File: src/rtl/carry_lookahead_adder_4b.sv
// carry_lookahead_adder_4b: 4-bit carry-lookahead adder with registered sum, carry and group P/G
module carry_lookahead_adder_4b (
  input  logic       clk,
  input  logic       rst,
  input  logic [3:0] a,
  input  logic [3:0] b,
  input  logic       c_in,
  output logic [3:0] s,
  output logic       c_out,
  output logic       grp_p,
  output logic       grp_g
);
  logic [3:0] w_p, w_g, w_sum;
  logic [4:0] w_c;
  logic       w_gp, w_gg;
  logic [3:0] r_s;
  logic       r_c_out, r_grp_p, r_grp_g;
  assign w_p = a ^ b;
  assign w_g = a & b;
  assign w_c[0] = c_in;
  assign w_c[1] = w_g[0] | (w_p[0] & c_in);
  assign w_c[2] = w_g[1] | (w_p[1] & w_g[0]) | (w_p[1] & w_p[0] & c_in);
  assign w_c[3] = w_g[2] | (w_p[2] & w_g[1]) | (w_p[2] & w_p[1] & w_g[0])
                | (w_p[2] & w_p[1] & w_p[0] & c_in);
  assign w_c[4] = w_g[3] | (w_p[3] & w_g[2]) | (w_p[3] & w_p[2] & w_g[1])
                | (w_p[3] & w_p[2] & w_p[1] & w_g[0])
                | (w_p[3] & w_p[2] & w_p[1] & w_p[0] & c_in);
  assign w_gg = w_g[3] | (w_p[3] & w_g[2]) | (w_p[3] & w_p[2] & w_g[1])
              | (w_p[3] & w_p[2] & w_p[1] & w_g[0]);
  assign w_gp = &w_p;
  assign w_sum = w_p ^ w_c[3:0];
  always_ff @(posedge clk) begin
    if (rst) begin
      r_s     <= 4'b0000;
      r_c_out <= 1'b0;
      r_grp_p <= 1'b0;
      r_grp_g <= 1'b0;
    end else begin
      r_s     <= w_sum;
      r_c_out <= w_c[4];
      r_grp_p <= w_gp;
      r_grp_g <= w_gg;
    end
  end
  assign s     = r_s;
  assign c_out = r_c_out;
  assign grp_p = r_grp_p;
  assign grp_g = r_grp_g;
endmodule

File: config.mk
export PLATFORM = sky130hd
export DESIGN_NAME = carry_lookahead_adder_4b
export DESIGN_NICKNAME = d
export VERILOG_FILES = /design/src/rtl/carry_lookahead_adder_4b.sv
export SDC_FILE = /design/constraint.sdc
export NUM_CORES = 1
export LEC_CHECK = 0
export ABC_CLOCK_PERIOD_IN_PS = 2700
export CORE_AREA = 2 2 39 41
export CTS_BUF_LIST = sky130_fd_sc_hd__clkbuf_8
export CTS_CLUSTER_DIAMETER = 80
export DETAILED_ROUTE_END_ITERATION = 10
export DIE_AREA = 0 0 41 43
export DONT_BUFFER_PORTS = 1
export PLACE_DENSITY = 0.53
export SLEW_MARGIN = 20
export SYNTH_ARGS = -nofsm -noshare
export SYNTH_HDL_FRONTEND = slang
export SYNTH_SLANG_ARGS = --single-unit
File: constraint.sdc
create_clock -name clk -period 2.7 [get_ports clk]
set_clock_uncertainty 0.15 [all_clocks]
set_input_delay 0.405 -clock clk [delete_from_list [all_inputs] [get_ports clk]]
set_output_delay 0.405 -clock clk [all_outputs]
set_load 0.02 [all_outputs]
## After elaboration in Yosys (flattened, before gate mapping)

Index checks and enable logic that the tools add are counted.

| cells by class | value |
|---|---|
| bitwise operators | 29 |
| reduce and logical (&&, ||, !) cells | 1 |

Operator list:

| operator | number |
|---|---|
| 1-bit bitwise AND | 16 |
| 1-bit bitwise OR | 10 |
| 4-bit bitwise XOR | 2 |
| 4-bit bitwise AND | 1 |
| 4-bit AND reduction | 1 |

| word-level totals | value |
|---|---|
| flip-flop bits (word level) | 7 |
| word-level logic and storage cells | 34 |
| input port bits | 11 |

## Longest topological paths before layout

Gate-level depths: netlist of the first run.

| logic depth | value |
|---|---|
| word-level depth | 6 |
| mapped depth | 4 |

## Worst setup path before layout of the first run

OpenSTA, ideal clock, no wires.

| timing path | value |
|---|---|
| kind | input-to-reg |
| start | input port a[0] |
| end | register r_s[2] (netlist: s[2]) |
| arrival time | 1,345 ps |
| buffers on the path | 0 |
| data required time | 2,429 ps |
| stages | 4 |
| path slack | 1,085 ps |
| cells stage by stage | ha_1 -> a21o_1 -> a21oi_1 -> mux2_2 |

| on the way | value |
|---|---|
| cells in the longest elaborated chain, start to end | 5 |

RTL lines:

| element | line | text |
|---|---|---|
| from (decl) | 5 | `input logic [3:0] a,` |
| 4-bit bitwise AND / 4-bit bitwise XOR (equally long branches) | 19, 18 |  |
| 1-bit bitwise AND | 22 | `assign w_c[2] = w_g[1] \| (w_p[1] & w_g[0]) \| (w_p[1] & w_p[0] & c_in);` |
| 1-bit bitwise OR / 1-bit bitwise AND (equally long branches) | 22 |  |
| 1-bit bitwise OR * | 22 |  |
| 4-bit bitwise XOR * | 31 | `assign w_sum = w_p ^ w_c[3:0];` |
| to (signal assigned) | 39 | `r_s <= w_sum;` |
| to (decl) | 16 | `logic [3:0] r_s;` |

Every way passes the cells marked *; elsewhere a longest branch is shown, timed or not.
A chain may end at the register's enable or synchronous reset.

## Worst setup path in the final report of the first run

Same ends and word-level chain as after synthesis.

==> results.yml, run 1 <==
status:
  status: "finished, final reports clean"
cts:
  cts_sinks: 7
  clkSlewWorstSetupHoldPaths_ns: 0.04
  cts_tree: "yes"
  clock_path_buffers: 2
  ctsHoldBuffers: 0
  cts_root_buffer: "clkbuf_8"
  htreeDepth: 1
  cts_resized: 0
  postCtsSetupBuffers: 0
  cts_buffers: 3
placement:
  port_buffers: 0
  place.gp.congestion: 0.698
  dp.cells: 53
yosys:
  synthTopCellsByCount: "7 x dfxtp_1, 5 x ha_1, 4 x inv_1, 4 x nor2_1, 3 x a21oi_1"
  synth_area_um2: 377
  yosysUniqueCellTypes: 19
  ys.flop_type: "dfxtp_1"
  yosysWarnings: 0
  yosysMostFrequentCell: "dfxtp_1"
  synth_top_area_share_pct: 37.2
  ys_top_cells_by_area: "dfxtp_1 37%, ha_1 17%, fa_1 5.3%"
  synthArstFlopShare_pct: 0
  synth_seq_cells: 7
  seq_area_frac_synth_pct: 37.2
  synth_edf_count: 0
  syn-instance-count: 38
  avgSynthCellArea_um2: 9.91
  syn-num-nets: 55
  synth_top_cell_by_area: "dfxtp_1"
power:
  power_density_mw_per_mm2: 706
  p_leak_nw: 0.205
  ir_worst_vdd_v: 0.000152
global_routing:
  first_global_vias: 262
  grt_overflow: 0
  grt_pass1_wl_mm: 1.01
  grt_antenna_before_repair: 0
  grt_usage_pct: 8.91
  grt_max_degree: 10
critical_path:
  cpPeakStageDelay_ns: 0.36
  cp.arrival_ns: 1.38
  required_ns: 2.65
  critical_path_class: "input pin to flop"
  crit_fanout: 3
  cpMaxStageDelayCell: "mux2_2"
  startpoint_type: "input pin"
  crit_path_cell_trace: "ha_1, a21o_1, a21oi_1, mux2_2"
  cp-end-kind: "flop"
layout:
  n_fill_cell: 159
  layoutNonFillerInstCount: 57
  area_delta_synth_final_pct: 15.9
  final_layout_size_suffix_gt1_share_pct: 19.5
  fin_nets: 59
  diodes: 0
timing:
  rsz0062_at_grt: "no"
  tightest_slew_ns: 0.208
  hold_viol: 0
  finalSetupViolCount: 0
  fmax_ghz: 0.699
  min_period_ns: 1.43
  slew_violations: 0
  period_share_pct: 52.9
  slew_headroom_pct: 86.1
  fin_setup_tns_ns: 0
detailed_routing:
  vias: 264
  drt_iter0_markers: 2
  post-route-drc-count: 0
  avgRoutedWirePerCell_um: 10.3
  antenna_left: 0
  wirelength_um: 586
  dr.pass1.iters: 2
  routed_via_density: 4.63
floorplan:
  start_util_pct: 27.2
  fp.dieH_um: 43
  core-area_mm2: 0.00138
  core.rowCount: 14
  dieArea_mm2: 0.00176
  ioPinCount: 18
  dieWidth_um: 41
min_path:
  hold_class: "input pin to flop"
run:
  drv_cap: 0
worst max-delay path: cells and delay by family:
kind            cells  cell delay [ns]
mux                 1             0.36
compound gates      2             0.32
fa+ha+maj           1             0.30
per-stage QoR:
stage,worst slack (ns),power [W],hold slack (ns),util (%),area [um^2]
6_report,1.27,0.000308,0.0990,31.6,437
5_1_grt,1.21,0.000324,0.103,31.6,437
4_1_cts,1.28,0.000314,0.0950,31.6,437
3_5_place_dp,1.04,0.000173,0.329,28.3,392
3_3_place_gp,1.07,0.000173,0.327,28.3,392
2_1_floorplan,1.08,0.000168,0.496,-,377
where the power goes:
group          total (W)  switching, W  internal [W]
sequential      0.000130     0.0000159      0.000114
combinational  0.0000402     0.0000187     0.0000215
clock           0.000138     0.0000399     0.0000978
total           0.000308     0.0000745      0.000234
cell usage in the layout (no fill, tap or decap), types with 2 or more instances in the layout:
| cell | Yosys | routed |
|---|---|---|
| nor2_1 | 4 | 4 |
| inv_1 | 4 | 5 |
| ha_1 | 5 | 5 |
| nand4_1 | 2 | 2 |
| a21oi_1 | 3 | 3 |
| clkbuf_8 | 0 | 3 |
| dfxtp_1 | 7 | 7 |
metal layers:
layer	vias up	part of all wire, %	track usage, %
li1	134	-	-
met1	116	41	10.8
met2	12	46	11.6
met3	2	11	1.57
met4	0	2.6	10.0
met5	-	0	0
path summary, 6_finish.rpt:
| path | startpoint | endpoint | slack (ns) | cells after the start |
|---|---|---|---|---|
| max | a[0] | s[2] | 1.27 | 4 |
| min | rst | s[0] | 0.1 | 1 |
kinds of logic after synthesis:
logic type	Yosys count	synth area share (%)
buffers and inverters	5	5.31
adder cells (fa/ha/maj)	6	21.9
multiplexers	2	5.65
AND/OR/NAND/NOR	11	17.3
AO/OA/AOI/OAI	6	10.3
XOR/XNOR	1	2.33
flip-flops	7	37.2
state kept, by name (all words and copies together) (netlist names):
signal	cells
s	4
c_out	1
grp_g	1
grp_p	1
final cells by class:
cell class / instances / area, um^2 / area share [%]
Tap cell: 16 / 20.0 / 4.58
Inverter: 4 / 15.0 / 3.44
Clock buffer: 3 / 41.3 / 9.46
Sequential cell: 7 / 140 / 32.1
Multi-Input combinational cell: 26 / 216 / 49.6
Clock inverter: 1 / 3.75 / 0.860
Note: power is estimated with default switching activity, not from simulation.
==> inputs of run 2 (changes only) <==
--- a/config.mk
+++ b/config.mk
@@ -5,14 +5,15 @@
 export SDC_FILE = /design/constraint.sdc
 export NUM_CORES = 1
 export LEC_CHECK = 0
-export ABC_CLOCK_PERIOD_IN_PS = 2700
+export ABC_AREA = 1
+export ABC_CLOCK_PERIOD_IN_PS = 1260
 export CORE_AREA = 2 2 39 41
 export CTS_BUF_LIST = sky130_fd_sc_hd__clkbuf_8
 export CTS_CLUSTER_DIAMETER = 80
 export DETAILED_ROUTE_END_ITERATION = 10
 export DIE_AREA = 0 0 41 43
 export DONT_BUFFER_PORTS = 1
-export PLACE_DENSITY = 0.53
+export PLACE_DENSITY = 0.57
 export SLEW_MARGIN = 20
 export SYNTH_ARGS = -nofsm -noshare
 export SYNTH_HDL_FRONTEND = slang
==> constraint.sdc (replaced) <==
create_clock -name clk -period 1.26 [get_ports clk]
set_clock_uncertainty 0.15 [all_clocks]
set_input_delay 0.189 -clock clk [delete_from_list [all_inputs] [get_ports clk]]
set_output_delay 0.189 -clock clk [all_outputs]
set_load 0.02 [all_outputs]
==> run 2 against run 1 <==
Worst hold slack got worse by 0.074 ns. Core utilization increased by 5.0 points. Non-clock buffer count increased by 3. Clock power increased by 110%. Routed wire length increased by 23%. Sequential power increased by 110%. Largest power group unchanged.
==> results.yml, run 2 <==
layout:
  area_delta_synth_final_pct: 22.4
  layout_common_cells: "11 x inv_1, 10 x nand2_1, 7 x dfxtp_1, 5 x nor2_1, 5 x ha_1"
  largest_reg_flops: 4
  fin_nets: 80
  final_layout_size_suffix_gt1_share_pct: 11.3
  diodes: 0
  final_common_cell: "inv_1"
  fin_util_pct: 36.5
  final_area_um2: 505
yosys:
  synth_top_cell_by_area: "dfxtp_1"
  avgSynthCellArea_um2: 7.51
  yosysWarnings: 0
  synth_edf_count: 0
  synthTopCellsByCount: "10 x inv_1, 10 x nand2_1, 7 x dfxtp_1"
  synth_top_area_share_pct: 33.9
  synth_seq_cells: 7
  seq_area_frac_synth_pct: 33.9
  synthArstFlopShare_pct: 0
  ys.flop_type: "dfxtp_1"
  yosysUniqueCellTypes: 16
  ys_top_cells_by_area: "dfxtp_1 34%, ha_1 15%, inv_1 9.1%"
  syn-num-nets: 72
  synth_area_um2: 413
  syn-instance-count: 55
floorplan:
  dieArea_mm2: 0.00176
  start_util_pct: 29.8
  fp.dieH_um: 43
  core-area_mm2: 0.00138
  dieWidth_um: 41
  ioPinCount: 18
  core.rowCount: 14
global_routing:
  grt_pass1_wl_mm: 1.27
  grt_overflow: 0
  grt_antenna_before_repair: 0
  grt_max_degree: 7
  grt_usage_pct: 10.6
  first_global_vias: 321
critical_path:
  cp-end-kind: "flop"
  cp.arrival_ns: 1.09
  cpPeakStageDelay_ns: 0.58
  crit_path_cell_trace: "dlygate4sd3_1, nor4_1"
  critical_path_class: "input pin to flop"
  startpoint_type: "input pin"
  crit_family: "buffers and inverters"
  cpMaxStageDelayCell: "dlygate4sd3_1"
  required_ns: 1.23
  crit_fanout: 3
  crit_buf_inv: 1
power:
  power_density_mw_per_mm2: 1350
  finalPower_w: 0.000685
  ir_worst_vdd_v: 0.000352
  p_leak_nw: 0.265
detailed_routing:
  post-route-drc-count: 0
  wl_met3_um: 52
  vias: 337
  wirelength_um: 718
  wl_met1_um: 347
  routed_via_density: 4.32
  dr.pass1.iters: 4
  met2WireLength_um: 317
  avgRoutedWirePerCell_um: 9.21
  highest_layer: "met3"
  drt_iter0_markers: 3
  antenna_left: 0
cts:
  htreeDepth: 1
  cts_resized: 0
  cts_sinks: 7
  ctsHoldBuffers: 2
  postCtsSetupBuffers: 0
  clock_path_buffers: 2
  cts_root_buffer: "clkbuf_8"
  cts_buffers: 3
  cts_tree: "yes"
  clkSlewWorstSetupHoldPaths_ns: 0.04
timing:
  hold_viol: 0
  rsz0062_at_grt: "no"
  fmax_ghz: 0.894
  tightest_slew_ns: 0.258
  min_period_ns: 1.12
  slew_headroom_pct: 82.6
  whs_ns: 0.0246
  slew_violations: 0
  finalSetupViolCount: 0
  period_share_pct: 88.8
  fin_setup_tns_ns: 0
placement:
  place_area_um2: 440
  place.gp.congestion: 0.735
  hpwl_um: 567
  port_buffers: 0
run:
  drv_cap: 0
status:
  status: "finished, final reports clean"
min_path:
  hold_class: "input pin to flop"
[run 2: cell types whose count changed in the layout (fill, tap and decap cells not counted), moves of 2 or more]
cell and delta:
nand2_1 +10, inv_1 +6, nand3_1 +3, clkinv_1 +2, dlygate4sd3_1 +2
[run 2: area by class of cell]
class | count | area, um^2
Fill cell | 153 | 878
Clock inverter | 1 | 3.75
Multi-Input combinational cell | 36 | 228
Tap cell | 16 | 20.0
Clock buffer | 3 | 41.3
Sequential cell | 7 | 140
Inverter | 12 | 45.0
Timing Repair Buffer | 3 | 27.5
[run 2: report_power, final]
part / internal (W) / switching, W / leakage [nW]
Sequential: 0.000245 / 0.0000331 / 0.0581
Combinational: 0.0000475 / 0.0000643 / 0.180
Clock: 0.000209 / 0.0000856 / 0.0269
Total: 0.000502 / 0.000183 / 0.265
[run 2: worst paths after layout]
| path | endpoint | slack [ns] | startpoint | depth (start not counted) |
|---|---|---|---|---|
| min | grp_g | 0.02 | rst | 3 |
| max | grp_p | 0.14 | rst | 2 |
[run 2: routing by layer]
metal | global-route usage (%) | up-vias
met5 | 0 | -
met4 | 10.0 | 0
met3 | 0.524 | 0
met2 | 14.4 | 17
met1 | 14.0 | 133
li1 | - | 187
[run 2: kinds of logic after synthesis]
family,Yosys count,synth area share [%]
AOI/OAI and AO/OA,4,4.85
xor gates and xnor gates,1,2.12
adders and majority gates,6,20.0
buffers and inverters,12,10.9
DFF,7,33.9
and+or+nand+nor,25,28.2
[run 2: through the flow]
| step | instances | setup WS [ns] |
|---|---|---|
| after detailed placement | 72 | -0.0387 |
| final | 78 | 0.141 |
| after global placement | 72 | -0.0304 |
| after CTS | 78 | 0.133 |
| after global routing | 78 | 0.0394 |
| after floorplan | 55 | 0.0470 |
==> inputs of run 3 (changes only) <==
--- a/config.mk
+++ b/config.mk
@@ -14,6 +14,7 @@
 export DIE_AREA = 0 0 41 43
 export DONT_BUFFER_PORTS = 1
 export PLACE_DENSITY = 0.57
+export RECOVER_POWER = 50
 export SLEW_MARGIN = 20
 export SYNTH_ARGS = -nofsm -noshare
 export SYNTH_HDL_FRONTEND = slang
==> run 3 against run 2 <==
Maximum frequency is the same. Sequential share of layout area is the same. Routed wire length shrank 0.28%. Combinational power is essentially flat. Total power is essentially flat. Critical path depth is the same. Critical endpoint unchanged. Via count is the same. Clock power is essentially flat. Die area is the same.
==> results.yml, run 3 (synthesized netlist as in run 2, its figures left out) <==
power:
  power.share.clock_pct: 43.1
  sw_frac_of_total_pct: 26.7
  ir_worst_vdd_v: 0.000352
  p_sw_w: 0.000183
  p_leak_nw: 0.265
  seqPwrFrac_pct: 40.6
  intPower_w: 0.000501
  power_density_mw_per_mm2: 1350
  p_comb_share_pct: 16.3
global_routing:
  grt_pass1_wl_mm: 1.27
  grt_overflow: 0
  grt_max_degree: 7
  first_global_vias: 321
  grt_antenna_before_repair: 0
  grt_usage_pct: 10.6
detailed_routing:
  post-route-drc-count: 0
  dr.pass1.iters: 4
  routed_via_density: 4.32
  vias: 337
  drt_iter0_markers: 3
  antenna_left: 0
  avgRoutedWirePerCell_um: 9.18
  wirelength_um: 716
min_path:
  holdPathStages: 3
  hold_class: "input pin to flop"
  min_from: "rst"
  hold_end: "grp_g"
placement:
  hpwl_um: 567
  place_area_um2: 440
  place.gp.congestion: 0.735
  port_buffers: 0
  post-place-ws_ns: -0.0387
critical_path:
  crit_family: "buffers and inverters"
  cp-end-kind: "flop"
  cp.arrival_ns: 1.09
  required_ns: 1.23
  startpoint_type: "input pin"
  cpMaxStageDelayCell: "dlygate4sd3_1"
  cpPeakStageDelay_ns: 0.58
  crit_path_cell_trace: "dlygate4sd3_1, nor4_1"
  crit_buf_inv: 1
  crit_fanout: 3
  critical_path_class: "input pin to flop"
status:
  status: "finished, final reports clean"
cts:
  clkSlewWorstSetupHoldPaths_ns: 0.04
  ctsHoldBuffers: 2
  htreeDepth: 1
  cts_resized: 0
  postCtsSetupBuffers: 0
  cts_buffers: 3
  cts_root_buffer: "clkbuf_8"
  cts_tree: "yes"
  clock_path_buffers: 2
  cts_sinks: 7
timing:
  finalSetupViolCount: 0
  tightest_slew_ns: 0.258
  slew_headroom_pct: 82.6
  period_share_pct: 88.8
  slew_violations: 0
  hold_viol: 0
  fmax_ghz: 0.894
  min_period_ns: 1.12
  fin_setup_tns_ns: 0
  rsz0062_at_grt: "no"
  setup_slack_ns: 0.141
layout:
  final_layout_size_suffix_gt1_share_pct: 11.3
  final_common_cell: "inv_1"
  diodes: 0
  layout_common_cells: "11 x inv_1, 10 x nand2_1, 7 x dfxtp_1, 5 x nor2_1, 5 x ha_1"
  area_delta_synth_final_pct: 22.4
  fin_util_pct: 36.5
  fin_nets: 80
  final_area_um2: 505
  largest_reg_flops: 4
floorplan:
  core-area_mm2: 0.00138
  core.rowCount: 14
  fp.dieH_um: 43
  start_util_pct: 29.8
  dieWidth_um: 41
  ioPinCount: 18
  dieArea_mm2: 0.00176
run:
  drv_cap: 0
run 3: changes by cell type in the layout (fill, tap and decap cells not counted), sizes merged:
| cell | delta |
|---|---|
| clkbuf | +1 |
| buf | -1 |
run 3: worst max path at each step:
stage / slack [ns] / cells after the start / to / startpoint
2_1_floorplan: 0.05 / 7 / s[3] / a[1]
3_3_place_gp: -0.03 / 7 / c_out / a[2]
3_5_place_dp: -0.04 / 7 / c_out / a[2]
4_1_cts: 0.13 / 2 / grp_p / rst
5_1_grt: 0.04 / 2 / grp_p / rst
6_report: 0.14 / 2 / grp_p / rst
run 3: cell type report:
cell class	count	area, um^2
inverters	12	45.0
fillers	153	878
clock inverters	1	3.75
repair buffers	3	27.5
flip-flops and latches	7	140
well taps	16	20.0
multi-input cells	36	228
clock buffers	3	41.3
run 3: per-stage QoR:
step           instances  hold slack (ns)  total power, W
2_1_floorplan         55            0.106        0.000367
5_1_grt               78           0.0694        0.000726
3_5_place_dp          72            0.111        0.000388
6_report              78           0.0246        0.000684
4_1_cts               78           0.0213        0.000699
3_3_place_gp          72            0.111        0.000388
run 3: layer usage:
| layer | GRT usage (%) | part of all wire (%) | wire length (um) |
|---|---|---|---|
| met5 | 0 | 0 | 0 |
| met4 | 10.0 | 0 | 0 |
| met3 | 0.524 | 7.3 | 52 |
| met2 | 14.4 | 44 | 317 |
| met1 | 14.0 | 48 | 346 |
run 3: power by group through the flow:
stage | clock, W | combinational (W) | sequential, W
2_1_floorplan | 0 | 0.0000865 | 0.000280
3_3_place_gp | 0 | 0.000106 | 0.000282
3_5_place_dp | 0 | 0.000106 | 0.000282
4_1_cts | 0.000307 | 0.000113 | 0.000278
5_1_grt | 0.000311 | 0.000133 | 0.000282
6_report | 0.000295 | 0.000111 | 0.000278
